[src/rtl/fifo_rd_stream.sv]
// Read-side drain engine: pops a show-ahead FIFO into a registered valid/ready
// stream through a 2-entry skid buffer. Optional stat counters: FIFO_RD_STREAM_STAT_EN.
module fifo_rd_stream #(
  parameter int DATA_WIDTH = 32,
  parameter int BURST_LEN  = 16
) (
  input  logic                  clk,
  input  logic                  rst,
  input  logic                  en,
  input  logic                  fifo_empty,
  input  logic [DATA_WIDTH-1:0] fifo_dout,
  output logic                  fifo_rd_en,
  output logic                  m_valid,
  input  logic                  m_ready,
  output logic [DATA_WIDTH-1:0] m_data,
  output logic                  m_last,
  output logic [15:0]           burst_cnt
`ifdef FIFO_RD_STREAM_STAT_EN
  ,
  output logic [31:0]           beat_total,
  output logic [31:0]           stall_cnt
`endif
);

  localparam logic [15:0] LAST_BEAT = 16'(BURST_LEN - 1);
  localparam logic [1:0]  OCC_0     = 2'd0;
  localparam logic [1:0]  OCC_1     = 2'd1;
  localparam logic [1:0]  OCC_2     = 2'd2;

  logic [1:0]            occ;
  logic [DATA_WIDTH-1:0] slot0, slot1;
  logic [15:0]           beat;
  logic                  pop, hs;

  // Gated by rst so a word at the FIFO head is not popped and lost while held in reset.
  assign fifo_rd_en = en & ~fifo_empty & (occ != OCC_2) & ~rst;
  assign pop        = fifo_rd_en;
  assign m_valid    = (occ != OCC_0);
  assign hs         = m_valid & m_ready;
  assign m_data     = slot0;
  assign m_last     = m_valid & (beat == LAST_BEAT);

  always_ff @(posedge clk or posedge rst) begin
    if (rst) begin
      occ   <= OCC_0;
      slot0 <= '0;
      slot1 <= '0;
    end else begin
      case (occ)
        OCC_0: if (pop) begin
          slot0 <= fifo_dout;
          occ   <= OCC_1;
        end
        OCC_1: begin
          if (pop && hs) begin
            slot0 <= fifo_dout;
          end else if (pop) begin
            slot1 <= fifo_dout;
            occ   <= OCC_2;
          end else if (hs) begin
            occ   <= OCC_0;
          end
        end
        OCC_2: if (hs) begin
          slot0 <= slot1;
          occ   <= OCC_1;
        end
        default: occ <= OCC_0;
      endcase
    end
  end

  always_ff @(posedge clk or posedge rst) begin
    if (rst) begin
      beat      <= '0;
      burst_cnt <= '0;
    end else if (hs) begin
      if (m_last) begin
        beat      <= '0;
        burst_cnt <= burst_cnt + 16'd1;
      end else begin
        beat      <= beat + 16'd1;
      end
    end
  end

`ifdef FIFO_RD_STREAM_STAT_EN
  always_ff @(posedge clk or posedge rst) begin
    if (rst) begin
      beat_total <= '0;
      stall_cnt  <= '0;
    end else begin
      if (hs) beat_total <= beat_total + 32'd1;
      if (m_valid && !m_ready && stall_cnt != 32'hFFFF_FFFF)
        stall_cnt <= stall_cnt + 32'd1;
    end
  end
`endif

endmodule

[config.mk]
export PLATFORM = sky130hd
export DESIGN_NAME = fifo_rd_stream
export DESIGN_NICKNAME = d
export VERILOG_FILES = /design/src/rtl/fifo_rd_stream.sv
export SDC_FILE = /design/constraint.sdc
export NUM_CORES = 1
export LEC_CHECK = 0
export CORE_AREA = 2 2 103 105
export DETAILED_ROUTE_END_ITERATION = 12
export DIE_AREA = 0 0 105 107
export HOLD_SLACK_MARGIN = 0.08
export PLACE_DENSITY_LB_ADDON = 0.15
export SYNTH_ARGS = -nofsm -noshare
export SYNTH_HDL_FRONTEND = slang
export SYNTH_SLANG_ARGS = --single-unit
[constraint.sdc]
create_clock -name clk -period 3.9 [get_ports clk]
set_input_delay 0.585 -clock clk [delete_from_list [all_inputs] [get_ports clk]]
set_output_delay 0.585 -clock clk [all_outputs]
set_load 0.01 [all_outputs]
==> flow_metrics.tcl, run 1 <==
set metrics [dict create \
    area_growth_syn_to_layout_pct 25.7 \
    rsz0062_at_grt "false" \
    drc 0 \
    relSlewSlack 0.474 \
    cts_setup_buffers 0 \
    end_kind "primary output" \
    finalSetupTns_ns 0 \
    slowest_delay_ns 0.57 \
    first_global_vias 2824 \
    synthFlopType "dfrtp_1" \
    clock_latency_ns 0.36 \
    met3_usage 0.0401 \
    wirelength_mm 8.55 \
    grt_most_used_layer "met1" \
    vias 2945 \
    holdPathEnd "beat[15]" \
    hold_viol 0 \
    crit_type "flip-flop to primary output" \
    r2r_start "occ[1]" \
    syn_area_um2 4460 \
    ant_nets 0 \
    rows 37 \
    hpwl_mm 5.69 \
    yosysMostFrequentCell "dfrtp_1" \
    core_um2 10100 \
    grt_pass1_wl_mm 14.4 \
    irDropWorstVdd_mv 0.184 \
    hold_depth 1 \
    syn_inst 368 \
    use_met1 0.238 \
    wl_per_cell_um 14.4 \
    clk_path_buf_depth 2 \
    cts_root_buf "clkbuf_8" \
    synth-seq-cells 98 \
    post-route-min-period_ns 2.90 \
    synth-edff-count 0 \
    antenna_cells 0 \
    die_y_um 107 \
    clkSinkCount 98 \
    instances_no_fill 595 \
    yosys-top-cells-area "dfrtp_1 55%, mux2_4 9.8%, mux2i_1 7.4%, a21oi_1 3.7%, nor2_1 3.6%" \
    path_clk_slew_ns 0.10 \
    worstPathMaxFanout 6 \
    numCtsBuffers 9 \
    synth_nets 407 \
    tightest_slew_ns 0.788 \
    arrival_ns 2.32 \
    cp_slowest_cell "clkdlybuf4s50_1" \
    drtPass1Iterations 4 \
    cts_tree "yes" \
    yosysTopAreaCell "dfrtp_1" \
    antenna_found_initial 0 \
    drt_iter0_drc 165 \
    cts_resized 0 \
    startpoint_type "flip-flop" \
    hold_ws_ns 0.491 \
    fin_crit_sh 0.744 \
    drive_gt1_frac 0.133 \
    power.leakage_nw 2.73 \
    grt_usage 0.160 \
    yosys-top-cells-count "98 x dfrtp_1, 43 x nor2_1, 33 x a21oi_1, 33 x mux2i_1, 29 x mux2_4" \
    r2r-end "burst_cnt[15]" \
    gr-usage-met2 0.229 \
    hold_path.class "flip-flop to flip-flop" \
    synth_cell_type_count 35 \
    reg2regPathDepth 5 \
    reg2reg_slack_ns 1.83 \
    async_reset_ff_frac 1.00 \
    ctsHoldBuffers 0 \
    nFillCells 919 \
    cap_violations 0 \
    skew_ns 0.0157 \
    synth_top_area_frac 0.550 \
    clock.fmax_ghz 0.345 \
    cp_cell_sequence "nor4_1 -> nand4_1 -> nor2_1 -> clkdlybuf4s50_1" \
    port_buffers 87 \
    die-area_um2 11200 \
    hold_start "beat[15]" \
    htreeDepth 3 \
    gp_congestion 0.774 \
    dp_cells 579 \
    power.density_nw_per_um2 466 \
    setup_violations 0 \
    synth.avg_cell_area_um2 12.1 \
    synth-seq-area-share 0.550 \
    drt-vias-per-instance 4.95 \
    die_w_um 105 \
    grt_overflow_total 0 \
    fin_nets 493 \
    grt_max_degree 65 \
    p_total_mw 2.61 \
    crit_required_ns 3.31 \
    crit_start "beat[9]" \
    drv_slew 0 \
    ios 88 \
    status "finished clean" \
    start_util 0.442 \
    synth.yosys.warnings 0 \
]
-- power by group --
part,total [mW],internal [mW],switching [mW]
clock network,0.622,0.243,0.379
logic,0.628,0.396,0.233
registers,1.36,1.23,0.135
total,2.61,1.86,0.746
-- per-stage QoR --
stage	instance area (µm²)	util	worst slack [ns]
floorplan	4460	-	0.753
global placement	5410	0.536	1.04
detailed placement	5410	0.536	1.02
CTS	5600	0.555	0.952
global route	5600	0.555	0.806
finish	5600	0.555	0.999
-- layout make-up --
class | instances | area, µm² | share of cell area
timing repair buffer | 93 | 916 | 0.164
inverter | 6 | 25.0 | 0.00447
tap | 136 | 170 | 0.0304
clock buffer | 9 | 124 | 0.0221
sequential | 98 | 2450 | 0.438
multi-input combinational | 246 | 1850 | 0.330
clock inverter | 7 | 62.6 | 0.0112
-- registers in the layout, indices dropped and copies added, names as in the netlist --
| register | flops |
|---|---|
| slot1 | 32 |
| m_data | 32 |
| occ | 2 |
| burst_cnt | 16 |
| beat | 16 |
-- cell usage in the layout (no fill, tap or decap), types with 3 or more instances in the layout --
cell and instances:
nand3b_1 4, nor2_1 43, nand3_1 7, mux2_2 4, xnor2_1 14, clkbuf_8 9
mux2i_1 33, o21ai_0 5, mux2_4 29, nor2b_1 3, nand2_1 13, a21oi_1 33
clkdlybuf4s50_1 87, dfrtp_1 98, buf_4 6, xor2_1 15, clkinvlp_4 3, nand4_1 8
nor4_1 7, nor3_1 10, inv_1 5
-- how the worst max path moves through the flow --
| stage | to | cells after the start |
|---|---|---|
| 2_1_floorplan | beat[0] | 1 |
| 3_3_place_gp | fifo_rd_en | 4 |
| 3_5_place_dp | fifo_rd_en | 4 |
| 4_1_cts | m_last | 4 |
| 5_1_grt | m_last | 4 |
| 6_report | m_last | 4 |
-- critical path, delay by kind of cell, from the launching register on --
family	cells	cell delay, ns
buffers and inverters	1	0.57
flip-flops	1	0.42
AND/OR/NAND/NOR	3	0.97
-- kinds of logic after synthesis --
kind of cell | count (synthesis) | share of synthesized area
simple gates | 108 | 0.119
fa+ha+maj | 2 | 0.00561
xor+xnor | 29 | 0.0570
compound gates | 41 | 0.0508
flops | 98 | 0.550
mux | 66 | 0.182
buf+inv | 24 | 0.0351
-- layer usage --
metal,share of wire,vias up
met5,0,-
met4,0.0094,0
met3,0.042,6
met2,0.45,51
met1,0.50,1440
li1,-,1448
No activity file was read; power rests on OpenSTA's default activity.
==> inputs of run 2 (changes only) <==
- clock period: 3.9 -> 2.8 ns (I/O delays scaled with it)
==> run 2 against run 1 <==
  * Sequential power up 39%
  * Total power increased by 45%
  * Clock power up 61%
  * Largest cell class unchanged
  * Clock skew shrank 0.0015 ns
  * Final area up 1.8%
  * Critical path type unchanged
  * Non-clock buffer count grew 4
  * Sequential cell count stayed put
  * Global-route usage rose by 0.80 points
  * Critical path depth did not move
==> flow_metrics.tcl, run 2 (synthesized netlist as in run 1, its figures left out) <==
set metrics [dict create \
    clock_latency_ns 0.35 \
    dp_cells 583 \
    nFillCells 911 \
    tightest_slew_ns 0.705 \
    clock.fmax_ghz 0.387 \
    cts_setup_buffers 0 \
    antenna_found_initial 0 \
    antenna_cells 0 \
    cts_resized 0 \
    ctsHoldBuffers 0 \
    core_um2 10100 \
    crit_required_ns 2.38 \
    path_clk_slew_ns 0.09 \
    numCtsBuffers 9 \
    rows 37 \
    port_buffers 87 \
    vias 2995 \
    hold_path.class "flip-flop to flip-flop" \
    relSlewSlack 0.529 \
    drv_slew 0 \
    drt_iter0_drc 113 \
    instances_no_fill 599 \
    drtPass1Iterations 4 \
    grt_pass1_wl_mm 15.1 \
    wl_per_cell_um 14.7 \
    area_growth_syn_to_layout_pct 27.9 \
    die_w_um 105 \
    skew_ns 0.0142 \
    hpwl_mm 5.95 \
    crit_type "flip-flop to primary output" \
    drt-vias-per-instance 5.00 \
    clk_path_buf_depth 2 \
    dpl_cell_area_um2 5480 \
    power.density_nw_per_um2 663 \
    fin_nets 497 \
    drive_gt1_frac 0.136 \
    irDropWorstVdd_mv 0.347 \
    worstPathMaxFanout 4 \
    arrival_ns 2.17 \
    cts_root_buf "clkbuf_8" \
    setup_violations 0 \
    power.leakage_nw 2.78 \
    p_total_mw 3.78 \
    grt_usage 0.168 \
    final_common_cell "dfrtp_1" \
    final_cell_mix "98 x dfrtp_1, 87 x clkdlybuf4s50_1, 43 x nor2_1" \
    die-area_um2 11200 \
    clkSinkCount 98 \
    rsz0062_at_grt "false" \
    htreeDepth 3 \
    ant_nets 0 \
    wirelength_mm 8.80 \
    post-route-min-period_ns 2.59 \
    hold_viol 0 \
    ios 88 \
    die_y_um 107 \
    fin_crit_sh 0.923 \
    gp_congestion 0.804 \
    grt_overflow_total 0 \
    status "finished clean" \
    drc 0 \
    grt_max_degree 39 \
    cts_tree "yes" \
    start_util 0.442 \
    end_kind "primary output" \
    first_global_vias 3077 \
    startpoint_type "flip-flop" \
    finalSetupTns_ns 0 \
    hold_ws_ns 0.474 \
    fin_area_um2 5700 \
    cap_violations 0 \
]
## run 2: final cells by class
class                      instances  area (µm²)  area share
multi-input combinational        246        1850       0.325
clock inverter                     5        87.6      0.0154
tap                              136         170      0.0298
timing repair buffer              97         983       0.172
sequential                        98        2450       0.430
clock buffer                      11         131      0.0230
inverter                           6        26.3     0.00461
## run 2: stage by stage
step	worst slack, ns	util
after global routing	0.0402	0.565
final	0.214	0.565
after detailed placement	0.248	0.543
after global placement	0.276	0.543
after CTS	0.208	0.565
after floorplan	0.817	-
## run 2: routing by layer
| layer | global-route usage | wire, µm | up-vias |
|---|---|---|---|
| met4 | 0.0524 | 91 | 0 |
| met1 | 0.251 | 4420 | 1459 |
| met5 | 0 | 0 | - |
| met3 | 0.0353 | 386 | 8 |
| met2 | 0.244 | 3900 | 72 |
| li1 | - | - | 1456 |
## run 2: final timing paths
check / startpoint / end / slack, ns / cells past startpoint
max in group asynchronous: rst / slot1[11] / 1.64 / 3
min in group asynchronous: rst / m_data[14] / 0.55 / 2
worst max register to register: beat[9] / burst_cnt[5] / 0.78 / 4
worst min register to register: burst_cnt[15] / burst_cnt[15] / 0.47 / 1
worst max-delay path: beat[9] / m_last / 0.21 / 4
worst min-delay path: burst_cnt[15] / burst_cnt[15] / 0.47 / 1
## run 2: critical path, cell delays in order (launching register included)
cell and delay [ns]:
dfrtp_1 0.43, nor4_1 0.37, nand4_1 0.23, nor2_1 0.21, clkdlybuf4s50_1 0.58
## run 2: where the power goes
part           internal, mW  leakage (nW)  switching, mW
clock network         0.513         0.106          0.487
logic                 0.557          1.46          0.329
registers              1.71          1.21          0.187
==> inputs of run 3 (changes only) <==
- CAP_MARGIN: unset -> 25
==> results of run 3 <==
Final layout, timing and power as in run 2 (identical DEF).
